--- src/rtl/seg_scan_decoder.sv ---
// -----------------------------------------------------------------------------
// seg_scan_decoder
//
// Recovers the digits shown on a multiplexed, active-low 7-segment display by
// snooping its segment bus and digit-select lines. Both buses are synchronized
// and debounced. A stable single-digit sample is decoded into a shadow frame.
// Once all eight positions have been captured, the frame is offered on a
// valid/ready output.
//
// Parameters
//   STABLE_CYC  consecutive identical synchronized samples needed before a
//               sample is accepted (1..255)
//
// Ports
//   sys_clk    in   1   clock, rising edge
//   sys_rst_n  in   1   asynchronous active-low reset
//   dig        in   8   active-low segments {dp,g,f,e,d,c,b,a}, async
//   bit_ctrl   in   8   active-low digit select, bit n low = position n, async
//   digits     out  32  frame result, nibble n = position n
//   dp_out     out  8   decimal point per position, 1 = lit
//   out_valid  out  1   digits/dp_out hold an unconsumed frame
//   out_ready  in   1   consumer takes the frame when high with out_valid
//   err        out  1   sticky: unknown segment code or multi-select accepted
//   ovf        out  1   sticky: completed frame dropped while output was held
//
// Build option
//   SEG_SCAN_DP_DECODE_EN  when defined, decimal points are captured per
//                          position. Otherwise dp_out is tied to zero and no
//                          dp storage exists.
// -----------------------------------------------------------------------------
module seg_scan_decoder #(
    parameter int unsigned STABLE_CYC = 4
) (
    input  logic        sys_clk,
    input  logic        sys_rst_n,
    input  logic [7:0]  dig,
    input  logic [7:0]  bit_ctrl,
    output logic [31:0] digits,
    output logic [7:0]  dp_out,
    output logic        out_valid,
    input  logic        out_ready,
    output logic        err,
    output logic        ovf
);

    typedef enum logic [1:0] {
        S_WAIT  = 2'd0,
        S_COUNT = 2'd1,
        S_LATCH = 2'd2
    } state_t;

    // ---------------------------------------------------------------- sync
    logic [7:0] dig_meta, dig_sync;
    logic [7:0] ctl_meta, ctl_sync;

    // NOTE: non-blocking assignments make every flop take its pre-edge value.
    // With blocking assignments the two synchronizer stages would collapse
    // into one.
    always_ff @(posedge sys_clk or negedge sys_rst_n) begin
        if (!sys_rst_n) begin
            dig_meta <= 8'hFF;
            dig_sync <= 8'hFF;
            ctl_meta <= 8'hFF;
            ctl_sync <= 8'hFF;
        end else begin
            dig_meta <= dig;
            dig_sync <= dig_meta;
            ctl_meta <= bit_ctrl;
            ctl_sync <= ctl_meta;
        end
    end

    // ------------------------------------------------------ stability FSM
    // The prev register holds the last sample. It is frozen during S_LATCH,
    // so it equals the sample being accepted. S_WAIT therefore compares
    // against the accepted value. A change that lands during the latch cycle
    // is still detected, and an unchanged bus is never accepted twice.
    logic [7:0] dig_prev, ctl_prev;
    state_t     state, state_next;
    logic [7:0] cnt, cnt_next;
    logic [8:0] cnt_inc;
    logic       changed;

    assign changed = (dig_sync != dig_prev) || (ctl_sync != ctl_prev);
    assign cnt_inc = {1'b0, cnt} + 9'd1;

    always_ff @(posedge sys_clk or negedge sys_rst_n) begin
        if (!sys_rst_n) begin
            dig_prev <= 8'hFF;
            ctl_prev <= 8'hFF;
        end else if (state != S_LATCH) begin
            dig_prev <= dig_sync;
            ctl_prev <= ctl_sync;
        end
    end

    always_ff @(posedge sys_clk or negedge sys_rst_n) begin
        if (!sys_rst_n) begin
            state <= S_WAIT;
            cnt   <= 8'd0;
        end else begin
            state <= state_next;
            cnt   <= cnt_next;
        end
    end

    always_comb begin
        // NOTE: every output of this block is defaulted first. A path that
        // leaves one unassigned would otherwise infer a latch.
        state_next = state;
        cnt_next   = cnt;
        case (state)
            S_WAIT: begin
                if (changed) begin
                    cnt_next   = 8'd1;
                    state_next = S_COUNT;
                end
            end
            S_COUNT: begin
                if (changed) begin
                    cnt_next = 8'd1;
                end else begin
                    cnt_next = cnt_inc[7:0];
                    if (cnt_inc >= 9'(STABLE_CYC)) state_next = S_LATCH;
                end
            end
            S_LATCH: state_next = S_WAIT;
            default: state_next = S_WAIT;
        endcase
    end

    // ----------------------------------------------------------- decoding
    function automatic logic [3:0] decode_seg(input logic [6:0] seg);
        case (seg)
            7'h40:   decode_seg = 4'd0;
            7'h79:   decode_seg = 4'd1;
            7'h24:   decode_seg = 4'd2;
            7'h30:   decode_seg = 4'd3;
            7'h19:   decode_seg = 4'd4;
            7'h12:   decode_seg = 4'd5;
            7'h02:   decode_seg = 4'd6;
            7'h78:   decode_seg = 4'd7;
            7'h00:   decode_seg = 4'd8;
            7'h10:   decode_seg = 4'd9;
            7'h7F:   decode_seg = 4'hF;
            default: decode_seg = 4'hE;
        endcase
    endfunction

    logic            accept;
    logic [7:0]      sel;
    logic            one_sel, multi_sel;
    logic [2:0]      pos;
    logic [3:0]      nib;
    logic [7:0][3:0] shadow, shadow_upd;
    logic [7:0]      seen, seen_upd;
    logic            frame_done, can_load;

    assign accept    = (state == S_LATCH);
    assign sel       = ~ctl_prev;
    // A nonzero value with a single set bit clears when ANDed with itself minus one.
    assign one_sel   = (sel != 8'h00) && ((sel & (sel - 8'd1)) == 8'h00);
    assign multi_sel = (sel != 8'h00) && !one_sel;
    assign nib       = decode_seg(dig_prev[6:0]);

    always_comb begin
        pos = 3'd0;
        for (int i = 0; i < 8; i++) begin
            if (sel[i]) pos = 3'(i);
        end
        shadow_upd      = shadow;
        shadow_upd[pos] = nib;
        seen_upd        = seen | (8'd1 << pos);
    end

    assign frame_done = accept && one_sel && (seen_upd == 8'hFF);
    assign can_load   = !out_valid || out_ready;

    always_ff @(posedge sys_clk or negedge sys_rst_n) begin
        if (!sys_rst_n) begin
            // NOTE: the shadow frame is register storage, not a RAM, so it is
            // reset explicitly. Positions of a post-reset frame then start
            // blank (F) rather than undefined.
            shadow    <= {8{4'hF}};
            seen      <= 8'h00;
            digits    <= 32'hFFFF_FFFF;
            out_valid <= 1'b0;
            err       <= 1'b0;
            ovf       <= 1'b0;
        end else begin
            if (accept && multi_sel) err <= 1'b1;
            if (accept && one_sel) begin
                shadow <= shadow_upd;
                if (nib == 4'hE) err <= 1'b1;
                // Completing a frame starts the next one with nothing seen.
                seen <= (seen_upd == 8'hFF) ? 8'h00 : seen_upd;
            end
            if (frame_done && can_load) begin
                digits    <= shadow_upd;
                out_valid <= 1'b1;
            end else begin
                if (frame_done) ovf <= 1'b1;
                if (out_valid && out_ready) out_valid <= 1'b0;
            end
        end
    end

    // ------------------------------------------------------ decimal points
`ifdef SEG_SCAN_DP_DECODE_EN
    logic [7:0] dp_shadow, dp_shadow_upd, dp_q;

    always_comb begin
        dp_shadow_upd      = dp_shadow;
        dp_shadow_upd[pos] = ~dig_prev[7];
    end

    always_ff @(posedge sys_clk or negedge sys_rst_n) begin
        if (!sys_rst_n) begin
            dp_shadow <= 8'h00;
            dp_q      <= 8'h00;
        end else begin
            if (accept && one_sel)     dp_shadow <= dp_shadow_upd;
            if (frame_done && can_load) dp_q     <= dp_shadow_upd;
        end
    end

    assign dp_out = dp_q;
`else
    assign dp_out = 8'h00;
`endif

endmodule

--- config.mk ---
export PLATFORM = sky130hd
export DESIGN_NAME = seg_scan_decoder
export DESIGN_NICKNAME = d
export VERILOG_FILES = /design/src/rtl/seg_scan_decoder.sv
export SDC_FILE = /design/constraint.sdc
export NUM_CORES = 1
export LEC_CHECK = 0
export ABC_AREA = 1
export CORE_MARGIN = 2
export CORE_UTILIZATION = 55
export CTS_BUF_LIST = sky130_fd_sc_hd__clkbuf_2
export CTS_CLUSTER_DIAMETER = 80
export DETAILED_ROUTE_END_ITERATION = 8
export GPL_TIMING_DRIVEN = 0
export PLACE_DENSITY = 0.78
export SETUP_SLACK_MARGIN = 0.15
export SLEW_MARGIN = 15
export SYNTH_ARGS = -nofsm -noshare
export SYNTH_HDL_FRONTEND = slang
export SYNTH_SLANG_ARGS = --single-unit
--- constraint.sdc ---
create_clock -name sys_clk -period 3.1 [get_ports sys_clk]
set_input_delay 0.775 -clock sys_clk [delete_from_list [all_inputs] [get_ports sys_clk]]
set_output_delay 0.775 -clock sys_clk [all_outputs]
set_load 0.02 [all_outputs]
==> impl_results.md <==
- Hold Crit Class: input port to asynchronous set/reset pin
- Postcts setup bufs: 0
- Slowest cell on crit path: clkdlybuf4s50_1
- Least-Margin Pin Slew: 704 ps
- Worst-path maximum fanout: 2
- EDFF count, synth: 0
- Synth Flop Type: dfstp_2
- Fin nets: 833
- R2R depth: 14
- CTS resizes: 0
- Core area: 0.0109 mm²
- Met1 Track Usage GR: 30.3%
- Setup WS pre-CTS: about 830 ps
- CP peak stage delay: roughly 600 ps
- Clk buf depth: 2
- Clock root buffer master: clkbuf_2
- Cells after Synth: around 730
- Synth Warn #: 0
- Met2 usage: between 30% and 40%
- Top cell family by delay on the critical path: buffers and inverters
- Synthesized area per cell: 8.49 µm²
- Sequential fraction of the synthesis area: between 50% and 60%
- CTS sink cnt: 133
- Largest net degree at the start of global routing: 80
- Fill cells: roughly 880
- Synth cell types: 34
- Overall global routing resource usage: a little under a quarter
- Share of cells above drive strength 1: between 20% and 30%
- Final ANT Viol Nets: 0
- Reg2reg end: digits[7]
- Post-DP HPWL: roughly 9.2 mm
- Power consumption: 3.42 mW
- Crit share post-route: around 87%
- Outcome: finished, final reports clean
- Leakage Power: ~3.6 nW
- Via/cell ratio: ~5.1
- Residual DRC: 0
- Startpoint types: flip-flop
- Vias in the first global route: around 4.8k
- Buffers and inverters on the worst path: 1
- Fin worst setup slack: ~420 ps
- Ports: 62
- TNS Setup: 0 ps
- H-tree depth: 4
- Synthesized cell area: approximately 0.0062 mm²
- DRT Pass-1 Iters: 6
- Critical Path, Cell by Cell: clkdlybuf4s50_1
- Die area: around 0.012 mm²
- P&R area growth vs syn: 17.8%
- Port Buffer Count: between 50 and 60
- Final hold violations: 0
- Setup Viol. Count Final: 0
- CTS Buf Count: 17
- Worst Skew: between 30 and 40 ps
- Gr busiest metal: met2
- Pwr dens: about 470 mW/mm²
- Min Tclk post-route: between 2000 and 3000 ps
- Initial antenna violation count: 0
- Avg WL per Cell: 13.1 µm
- RSZ-0062 raised after global routing: no
- Starting Density: 56.9%
- Die W: approximately 110 µm
- Max-Slew Margin vs Limit: about 53%
- Fmax: roughly 0.37 GHz
- Max-capacitance violation count: 0
- Total Routed Length: roughly 13 mm
- GR Layer Usage met3: between 5 and 6%
- CTS tree: yes
- Row Count: 38
- Global-route wire length before repair: between 20 and 25 mm
- Remaining global-route overflow: 0
- CP Data Required Time: 2320 ps
- Critical path capture point type: output pin
- N_diodes: 0
- DR vias: 4912
- Clk_lat worst skew: about 730 ps
- Reg clk slew, reported paths: between 200 and 250 ps
- Yosys reg bits: 133
- FF-to-FF Start: ctl_prev[1]
- Reg2reg setup slack: around 810 ps
- Flip-flop and latch area: approximately 0.0035 mm²
- VDD IR max: around 0.00040 V
- Setup CP Type: flip-flop to output pin
- DRT iter0 DRCs: 314
- Critical path arrival: about 1900 ps
- Die Y: ~110 µm
- Post-cts hold buffer count: 0
- Asr flop ratio synth: 100%
- RePlAce Congestion: just over 0.9
- Multi-input logic area: ~0.0024 mm²
- Final slew viol count: 0
[cells in the final DEF, fill, tap and decap left out, drive strengths merged, types with 5 or more instances in the layout]
master         Yosys  routed
a21oi             12      12
buf               18      20
bufinv             0       7
clkbuf             7      25
clkdlybuf4s50      0      52
clkinv             1       7
conb               1       8
dfrtp             21      21
dfstp            112     112
inv               54      54
nand2            322     322
nand3             43      43
nand4             13      13
nor2              62      62
o21ai             35      35
xnor2             16      16
xor2               5       5
[stage by stage]
stage	area (µm²)	hold WS [ps]	std cells	utilization [%]
global route	7330	49.2	966	67.0
finish	7330	45.4	966	67.0
floorplan	6250	345	740	-
global placement	6950	345	933	63.6
CTS	7330	14.4	966	67.0
detailed placement	6980	347	934	63.9
[cells in the mapped netlist (6+ instances only)]
cell type  count  share of area (%)
nand2_1      313                 19
dfstp_2      112                 47
nor2_1        53                3.2
inv_1         48                2.9
nand3_1       37                3.0
o21ai_0       33                2.7
dfrtp_1       21                8.4
xnor2_1       16                2.3
nand4_1       13                1.3
a21oi_1       11               0.88
buf_4         11                1.3
nand2_2        9               0.90
clkbuf_1       7               0.42
inv_2          6               0.36
[power by group]
part	internal, mW	switching (mW)
registers	1.80	0.0253
clock network	0.773	0.630
logic	0.0707	0.123
[flip-flops by register name (all words and copies together), names as in the netlist, 8 cells and up]
signal    cells
dig_prev      8
digits       32
ctl_meta      8
shadow       32
ctl_sync      8
dig_sync      8
dig_meta      8
cnt           8
seen          8
ctl_prev      8
[logic make-up (layout without fill, tap and decap cells)]
group | Yosys count | count (layout) | share of synthesized area [%]
AND/OR/NAND/NOR | 447 | 447 | 30.9
flip-flops | 133 | 133 | 55.7
buffers and inverters | 80 | 166 | 5.93
AO/OA/AOI/OAI | 50 | 50 | 4.18
XOR/XNOR | 21 | 21 | 2.96
adder cells (fa/ha/maj) | 1 | 1 | 0.201
other | 1 | 8 | 0.0603
[cell type report]
cell class / count / area share, %
Buffer: 25 / 2.22
Clock buffer: 18 / 1.23
Clock inverter: 14 / 3.50
Inverter: 55 / 2.82
Multi-Input combinational cell: 527 / 32.9
Sequential cell: 133 / 47.3
Tap cell: 140 / 2.39
Timing Repair Buffer: 54 / 7.63
[how the worst max path moves through the flow]
stage,startpoint,endpoint,depth (start not counted)
after floorplan,ctl_prev[3],digits[10],12
after global placement,sys_rst_n,cnt[7],1
after detailed placement,ctl_prev[1],digits[24],14
after CTS,digits[29],digits[29],1
after global routing,digits[29],digits[29],1
final,digits[29],digits[29],1
[metal layers]
metal | vias to the layer above | routed length, µm
li1 | 2434 | -
met1 | 2283 | 5520
met2 | 158 | 6080
met3 | 37 | 738
met4 | 0 | 354
met5 | - | 0
(Power assumes the default switching activity.)
